File: src/rtl/dac7311_ctrl.sv
// Write-only SPI controller for a DAC7311-style 12-bit DAC: clamps a signed
// sample to a 12-bit code and shifts a 16-bit frame out on SYNC/SCLK/DIN.
module dac7311_ctrl #(
  parameter int CLK_STEP  = 2,
  parameter int OFFSET    = 2048,
  parameter int SYNC_HIGH = 4
) (
  input  logic        clk,
  input  logic        rst_n,
  input  logic        en_dac,
  input  logic [12:0] dac_data,
  input  logic [1:0]  dac_pd,
  output logic        dac_busy,
  output logic        dac_finish,
  output logic        dac_sync,
  output logic        dac_sclk,
  output logic        dac_din
);

  typedef enum logic [1:0] {IDLE, SHIFT, GUARD} state_t;

  localparam logic [7:0]  HALF_LAST  = 8'(CLK_STEP - 1);
  localparam logic [7:0]  GUARD_LAST = 8'(SYNC_HIGH - 1);
  localparam logic [13:0] OFS        = 14'(OFFSET);

  state_t      state;
  logic        start;
  logic [15:0] frame;
  logic [7:0]  half_cnt;
  logic [7:0]  guard_cnt;
  logic [4:0]  fall_cnt;
  logic [13:0] sum;
  logic [11:0] code;

  // 14-bit two's-complement sum: bit 13 flags negative, bit 12 flags > 4095
  always_comb begin
    sum = {dac_data[12], dac_data} + OFS;
    if (sum[13])      code = '0;
    else if (sum[12]) code = '1;
    else              code = sum[11:0];
  end

  always_ff @(posedge clk or negedge rst_n) begin
    if (!rst_n) begin
      state      <= IDLE;
      start      <= 1'b0;
      frame      <= '0;
      half_cnt   <= '0;
      guard_cnt  <= '0;
      fall_cnt   <= '0;
      dac_busy   <= 1'b0;
      dac_finish <= 1'b0;
      dac_sync   <= 1'b1;
      dac_sclk   <= 1'b1;
      dac_din    <= 1'b0;
    end else begin
      dac_finish <= 1'b0;
      case (state)
        IDLE: begin
          // 'start' holds off a second en_dac during the latch-to-SYNC cycle
          if (start) begin
            start    <= 1'b0;
            state    <= SHIFT;
            dac_sync <= 1'b0;
            dac_sclk <= 1'b1;
            dac_din  <= frame[15];
            dac_busy <= 1'b1;
            half_cnt <= '0;
            fall_cnt <= '0;
          end else if (en_dac) begin
            start <= 1'b1;
            frame <= {dac_pd, code, 2'b00};
          end
        end
        SHIFT: begin
          if (half_cnt == HALF_LAST) begin
            half_cnt <= '0;
            if (dac_sclk) begin
              dac_sclk <= 1'b0;
              fall_cnt <= fall_cnt + 5'd1;
            end else if (fall_cnt == 5'd16) begin
              dac_sclk  <= 1'b1;
              dac_sync  <= 1'b1;
              dac_din   <= 1'b0;
              guard_cnt <= '0;
              state     <= GUARD;
            end else begin
              dac_sclk <= 1'b1;
              frame    <= {frame[14:0], 1'b0};
              dac_din  <= frame[14];
            end
          end else begin
            half_cnt <= half_cnt + 8'd1;
          end
        end
        GUARD: begin
          if (guard_cnt == GUARD_LAST) begin
            state      <= IDLE;
            dac_finish <= 1'b1;
            dac_busy   <= 1'b0;
          end else begin
            guard_cnt <= guard_cnt + 8'd1;
          end
        end
        default: state <= IDLE;
      endcase
    end
  end

endmodule
File: config.mk
export PLATFORM = sky130hd
export DESIGN_NAME = dac7311_ctrl
export DESIGN_NICKNAME = d
export VERILOG_FILES = /design/src/rtl/dac7311_ctrl.sv
export SDC_FILE = /design/constraint.sdc
export NUM_CORES = 1
export LEC_CHECK = 0
export BUFFER_PORTS_ARGS = -buffer_cell sky130_fd_sc_hd__buf_2
export CORE_ASPECT_RATIO = 1.1
export CORE_UTILIZATION = 45
export DETAILED_ROUTE_END_ITERATION = 12
export GPL_TIMING_DRIVEN = 1
export PLACE_DENSITY = 0.66
export SKIP_CTS_REPAIR_TIMING = 1
export SYNTH_ARGS = -nofsm -noshare
export SYNTH_HDL_FRONTEND = slang
export SYNTH_SLANG_ARGS = --single-unit
File: constraint.sdc
create_clock -name clk -period 2 [get_ports clk]
set_clock_uncertainty 0.2 [all_clocks]
set_input_delay 0.2 -clock clk [delete_from_list [all_inputs] [get_ports clk]]
set_output_delay 0.2 -clock clk [all_outputs]
set_load 0.05 [all_outputs]
* Word-level counts from Yosys, hierarchy flattened
Cells that the tools add are included.
** Word-level totals
- Register bits :: 45
- Input bits :: 18
- Output and inout bits :: 5
- Logic and storage cells :: 89
** Operators by class
- Add/subtract/negate cells :: 4
- Eq/ne operators :: 15
- Multiplexer cells :: 46
- Reduce and logical (&&, ||, !) cells :: 13
** Operators by type and width (count)
- $mux 16 :: 5
- $mux 8 :: 6
- $pmux 16 s2 :: 1
- $pmux 8 s2 :: 2
- $mux 12 :: 2
- $ne 2x2->1 const B :: 10
- $add 8x1->8 const B :: 2
- $mux 1 :: 16
- $mux 5 :: 3
- $reduce_and 5->1 :: 3
- $add 13x13->14 const B :: 1
- $mux 2 :: 5
- $pmux 5 s2 :: 1
- $eq 8x1->1 const B :: 1
- $eq 8x2->1 const B :: 1
- $pmux 1 s2 :: 4
- $reduce_and 4->1 :: 2
- $pmux 2 s3 :: 1
- $reduce_and 3->1 :: 2
- $reduce_and 6->1 :: 1
- $reduce_bool 2->1 :: 3
- $add 5x1->5 const B :: 1
- $eq 5x5->1 const B :: 1
- $eq 2x1->1 const B :: 1
- 3 further kinds :: 3

* Longest topological paths before layout
Gate-level depths: netlist (run 1).
- Depth after elaboration :: 6
- Gate-level depth with buffers :: 7
- Depth with buffers taken out :: 6

* Worst setup path after synthesis (run 1)
OpenSTA, ideal clock, no wires.
- Kind :: register to register
- From :: register half_cnt[1]
- To :: register frame[10]
- Library setup time :: 0.125 ns
- Data arrival time :: 1.707 ns
- Data required time :: 1.675 ns
- Slack :: -0.032 ns
- Cell stages (with the launch flop) :: 8
- Period minus slack after synthesis :: 2.032 ns
- Cells stage by stage :: dfrtp_1 -> inv_1 -> ha_1 -> nor4b_4 -> nand3_1 -> o21ai_2 -> buf_4 -> mux2_2
** On the way
- Longest elaborated chain between the ends :: 3
** RTL lines
- from (decl) :: line 29 : logic [7:0] half_cnt;
- from (signal assigned) :: line 93 : half_cnt <= half_cnt + 8'd1;
- $eq 8x1->1 :: line 76 : if (half_cnt == HALF_LAST) begin
- $ne 2x2->1 (no line)
- $reduce_and 6->1 (no line)
- to (signal assigned) :: line 72 : frame <= {dac_pd, code, 2'b00};
- to (signal assigned) :: line 89 : frame <= {frame[14:0], 1'b0};
- to (decl) :: line 28 : logic [15:0] frame;
No other way between the ends.
A chain may end at the register's enable or synchronous reset.

* Worst setup path in the final report (run 1)
- From :: register half_cnt[1]
- To :: register fall_cnt[4]
** On the way
- Longest elaborated chain between the ends :: 3
** RTL lines
- $eq 8x1->1 :: line 76
- $ne 2x2->1 (no line)
- $reduce_and 4->1 (no line)
- to (signal assigned) :: line 80 : fall_cnt <= fall_cnt + 5'd1;
- to (decl) :: line 31 : logic [4:0] fall_cnt;
No other way between the ends.

==> out/metrics.csv, run 1 <==
metric,value,unit
cp.required,2.02,ns
synthArstFlopShare,100,%
mostFrequentLayoutCell,dfrtp_1,
max-slew-margin-rel,72.2,%
drt-pass1-iter-count,8,
detail-route-antenna-nets,0,
fmax,517,MHz
antenna_found_initial,0,
synth_edf_count,0,
syn_to_final_growth,19.5,%
reg2regPathDepth,7,
drv_slew,0,
cp_max_fo,4,
overflow,0,
clkSlewWorstSetupHoldPaths,0.08,ns
viasPerCell,5.54,
row_count,27,
clkSinkCount,43,
crit_path_top_delay_cell,or4_1,
critical_path_class,flip-flop to flip-flop,
tightest_slew,0.417,ns
port-buffer-count,22,
core_area,0.00503,mm2
p_clk_share,36.1,%
status,"complete, but fails checks",
nets,305,
syn_avg_cell_area,9.98,um2
final_core_utilization,56.2,%
seqPwrFrac,59.2,%
tritoncts,yes,
max_stage_delay,0.50,ns
die_w,71.1,um
total_power,1470,uW
cts_root_buffer,clkbuf_8,
grt_pass1_wl,8.31,mm
power.switching,323,uW
cts-htree-levels,2,
p_sw_share,21.9,%
finalCritPeriodShare,96.6,%
synth.yosys.seq_area_share,45.6,%
grt_max_degree,33,
clock_latency,0.29,ns
period_needed,1.93,ns
gp_congestion,0.833,
ir_drop,362,uV
synth.area.top_cells,"dfrtp_1 (43%), mux2_2 (7.1%), o31ai_1 (5.1%)",
drt_iter0_drc,69,
endpoint_kind,flip-flop,
cts_buffer_depth,2,
power_leakage,0.00130,uW
comb_power_share,4.8,%
numCtsBuffers,5,
design_area,0.00283,mm2
violations,DRC,
placedInstanceArea,0.00271,mm2
arrival,1.95,ns
hold_viol,0,
rsz0062_at_grt,true,
dpl.hpwl,3.48,mm
drt-total-wl,4.82,mm
synth_top_area_share,43.4,%
yosys_warnings,0,
syn-instance-count,237,
start_kind,flip-flop,
grt_pass1_vias,1797,
p_per_area,521,mW/mm2
synth_ff_type,dfrtp_1,
io_pins,23,
path_cells,inv_2 > ha_4 > nor4b_4 > buf_4 > a21oi_2 > or4_1 > a21oi_1,
die_y,78.1,um
drc,1,
initial_utilization,47.0,%
ys_seq_elements,43,
num_vias,1878,
mostFrequentLayoutCells,"dfrtp_1 (41), nand2_1 (30), buf_2 (22)",
grt_util_all_layers,19.1,%
p_int,1150,uW
yosysUniqueCellTypes,48,
synth_area,0.00237,mm2
antennaDiodeCount,0,
drive_gt1_share,31.3,%
hold_depth,3,
min-delay-path-class,input port to flip-flop,
max-cap-violations,0,
setup_viol,0,
syn_nets,262,
wire_per_inst,14.2,um
synth_largest_area_cell,dfrtp_1,
die-area,0.00555,mm2
==> worst paths after layout <==
path / from / end / slack [ns]
hold reg to reg: dac_sync$_DFFE_PN1P_ / dac_sync$_DFFE_PN1P_ / 0.27
hold / removal: en_dac / start$_DFFE_PN0P_ / 0.02
max in group asynchronous: rst_n / half_cnt[2]$_DFFE_PN0P_ / 0.97
setup reg to reg: half_cnt[1]$_DFFE_PN0P_ / fall_cnt[4]$_DFFE_PN0P_ / 0.07
setup / recovery: half_cnt[1]$_DFFE_PN0P_ / fall_cnt[4]$_DFFE_PN0P_ / 0.07
min in group asynchronous: rst_n / fall_cnt[4]$_DFFE_PN0P_ / 0.15
==> state kept, by name, summed over array words and instances, names as in the netlist <==
name        flops
frame          14
dac_sclk        1
guard_cnt       8
start           1
dac_finish      1
state           2
fall_cnt        5
half_cnt        8
dac_din         1
dac_sync        1
dac_busy        1
==> final cells by class <==
cell class	instances	area [um2]
clock buffers	8	80.1
fillers	451	2210
inverters	11	41.3
multi-input cells	172	1220
flip-flops and latches	43	1080
well taps	58	72.6
repair buffers	47	338
==> logic make-up (layout without fill, tap and decap cells) <==
logic type	after synthesis	count (layout)	share of synthesized area, %
mux	17	17	7.99
compound gates	57	57	16.8
simple gates	89	89	21.2
fa+ha+maj	7	7	3.70
flops	43	43	45.6
xor+xnor	2	2	0.740
buf+inv	22	66	4.07
==> metal layers <==
| metal | vias up | share of wire (%) | GRT usage [%] |
|---|---|---|---|
| li1 | 945 | - | - |
| met1 | 900 | 48 | 25.5 |
| met2 | 27 | 48 | 31.5 |
| met3 | 6 | 3.1 | 3.85 |
| met4 | 0 | 1.0 | 5.40 |
| met5 | - | 0 | 0 |
==> synth_stat cells (all sizes together) (7+ instances only) <==
cell type,n
dfrtp,41
nand2,31
o31ai,17
mux2,15
nor2b,13
o21ai,12
a21oi,11
inv,11
nand3,8
clkbuf,7
ha,7
nor2,7
==> worst max-delay path, delay by kind of cell (launching register included) <==
| kind | cells | cell delay [ns] |
|---|---|---|
| AND/OR/NAND/NOR | 2 | 0.72 |
| flip-flops | 1 | 0.39 |
| buffers and inverters | 2 | 0.25 |
| adder cells (fa/ha/maj) | 1 | 0.12 |
| AO/OA/AOI/OAI | 2 | 0.19 |
==> power groups by stage <==
| stage | clock network, uW | registers, uW | logic, uW |
|---|---|---|---|
| final | 532 | 872 | 70.1 |
| after CTS | 547 | 872 | 71.7 |
| after floorplan | 0 | 889 | 26.2 |
| after global routing | 590 | 872 | 81.1 |
| after detailed placement | 0 | 889 | 71.4 |
| after global placement | 0 | 889 | 71.0 |
==> stage by stage <==
| step | worst slack [ns] | TNS, ns | hold WS [ns] | instances |
|---|---|---|---|---|
| floorplan | -0.00858 | -0.0858 | -0.296 | 237 |
| global placement | 0.0574 | 0 | -0.0574 | 329 |
| detailed placement | 0.0387 | 0 | -0.0609 | 329 |
| CTS | 0.0120 | 0 | -0.373 | 337 |
| global route | -0.0443 | -0.0857 | 0.0296 | 339 |
| finish | 0.0674 | 0 | 0.0215 | 339 |
(Power assumes the default switching activity.)
==> run 2: changes to the inputs <==
--- a/config.mk
+++ b/config.mk
@@ -11,6 +11,7 @@
 export DETAILED_ROUTE_END_ITERATION = 12
 export GPL_TIMING_DRIVEN = 1
 export PLACE_DENSITY = 0.66
+export REMOVE_ABC_BUFFERS = 1
 export SKIP_CTS_REPAIR_TIMING = 1
 export SYNTH_ARGS = -nofsm -noshare
 export SYNTH_HDL_FRONTEND = slang
==> out/metrics.csv, run 2 (same netlist as run 1, synthesis figures left out) <==
metric,value,unit
path_cells,inv_2 > ha_4 > nor4b_4 > buf_4 > nand4_1 > and3_1 > a31o_2,
drv_slew,0,
wl_met2,2.51,mm
comb_power_share,4.4,%
core_area,0.00503,mm2
setup_viol,2,
critical_path_class,flip-flop to flip-flop,
start_kind,flip-flop,
endpoint_kind,flip-flop,
regMostFlops,frame,
seqCellArea,0.00108,mm2
viasPerCell,5.64,
top_regs,"frame (14), guard_cnt (8), half_cnt (8)",
die-area,0.00555,mm2
grt_pass1_wl,8.36,mm
power.switching,342,uW
initial_utilization,47.0,%
hold_ws,0.0164,ns
period_needed,2.02,ns
drt_iter0_drc,113,
maxUsedRoutingLayer,met4,
hold_depth,3,
cp.required,1.99,ns
detail-route-antenna-nets,0,
fillerInstances,429,
num_vias,1933,
row_count,27,
fmax,495,MHz
numCtsBuffers,5,
dpl.hpwl,3.37,mm
wirelength_met1,2.38,mm
hold_viol,0,
overflow,0,
clkSlewWorstSetupHoldPaths,0.08,ns
wire_per_inst,14.8,um
status,"complete, but fails checks",
wl_met3,99,um
violations,setup timing,
p_int,1280,uW
max-cap-violations,0,
nets,309,
cp.depth,7,
arrival,2.01,ns
grt_util_all_layers,19.2,%
grt_pass1_vias,1799,
mostFrequentLayoutCells,"dfrtp_1 (41), nand2_1 (30), buf_4 (24)",
setup_ws,-0.0211,ns
min-delay-path-class,input port to flip-flop,
grt_max_degree,44,
cp_top_family,simple AND/OR/NAND/NOR gates,
drt-total-wl,5.07,mm
drive_gt1_share,33.7,%
cts_buffer_depth,2,
worst-path-buf-inv,2,
syn_to_final_growth,25.0,%
max-slew-margin-rel,70.2,%
design_area,0.00296,mm2
antenna_found_initial,0,
io_pins,23,
rsz0062_at_grt,true,
largest_register_ffs,14,
power_leakage,0.00135,uW
cts-htree-levels,2,
port-buffer-count,22,
gp_congestion,0.800,
die_w,71.1,um
clkSinkCount,43,
reg2regPathDepth,7,
multi_input_area,0.00130,mm2
tightest_slew,0.447,ns
p_per_area,547,mW/mm2
mostFrequentLayoutCell,dfrtp_1,
crit_path_top_delay_cell,dfrtp_1,
cts_root_buffer,clkbuf_8,
finalCritPeriodShare,101,%
seqPwrFrac,53.8,%
ir_drop,274,uV
max_stage_delay,0.39,ns
p_clk_share,41.7,%
antennaDiodeCount,0,
die_y,78.1,um
cp_max_fo,4,
drt-pass1-iter-count,6,
p_sw_share,21.1,%
clock_latency,0.30,ns
tritoncts,yes,
drc,0,
placedInstanceArea,0.00271,mm2
[run 2: cell types whose count changed in the layout (fill, tap and decap cells not counted), sizes merged]
cell,previous run,this run
clkbuf,8,7
bufinv,0,1
buf,46,50
[run 2: cell type report]
type	count	area share (%)
Sequential cell	43	36.5
Clock buffer	7	2.58
Timing Repair Buffer	51	12.3
Inverter	11	1.40
Clock inverter	1	1.02
Multi-Input combinational cell	172	43.8
Tap cell	58	2.45
[run 2: stage by stage]
step / util (%) / power (uW) / setup TNS (ns) / cells / setup WS, ns
floorplan: - / 914 / -12.06 / 226 / -0.804
global placement: 53.8 / 959 / 0 / 331 / 0.0147
detailed placement: 53.8 / 960 / -0.170 / 331 / -0.0227
CTS: 55.9 / 1630 / -0.738 / 339 / -0.0578
global route: 58.8 / 1690 / -0.523 / 343 / -0.0525
finish: 58.8 / 1620 / -0.0241 / 343 / -0.0211
[run 2: final timing paths]
path	end	from	slack, ns
hold / removal	start$_DFFE_PN0P_	en_dac	0.02
min in group asynchronous	fall_cnt[4]$_DFFE_PN0P_	rst_n	0.21
setup reg to reg	guard_cnt[1]$_DFFE_PN0P_	half_cnt[1]$_DFFE_PN0P_	-0.02
max in group asynchronous	dac_sclk$_DFFE_PN1P_	rst_n	1.13
setup / recovery	guard_cnt[1]$_DFFE_PN0P_	half_cnt[1]$_DFFE_PN0P_	-0.02
hold reg to reg	dac_sync$_DFFE_PN1P_	dac_sync$_DFFE_PN1P_	0.27
[run 2: tightest hold or removal path, cell delays in order]
cell      delay [ns]
buf_2           0.08
nand3b_1        0.12
nand2_1         0.08
[run 2: layer usage]
layer	track usage, %	vias to the layer above
li1	-	956
met1	25.3	949
met2	31.3	22
met3	4.11	6
met4	6.60	0
met5	0	-
[run 2: power groups by stage]
stage	combinational [uW]	clock, uW	sequential, uW
final	71.9	676	871
after global routing	83.0	735	872
after CTS	71.2	686	872
after detailed placement	70.9	0	889
after global placement	69.9	0	889
after floorplan	25.5	0	889
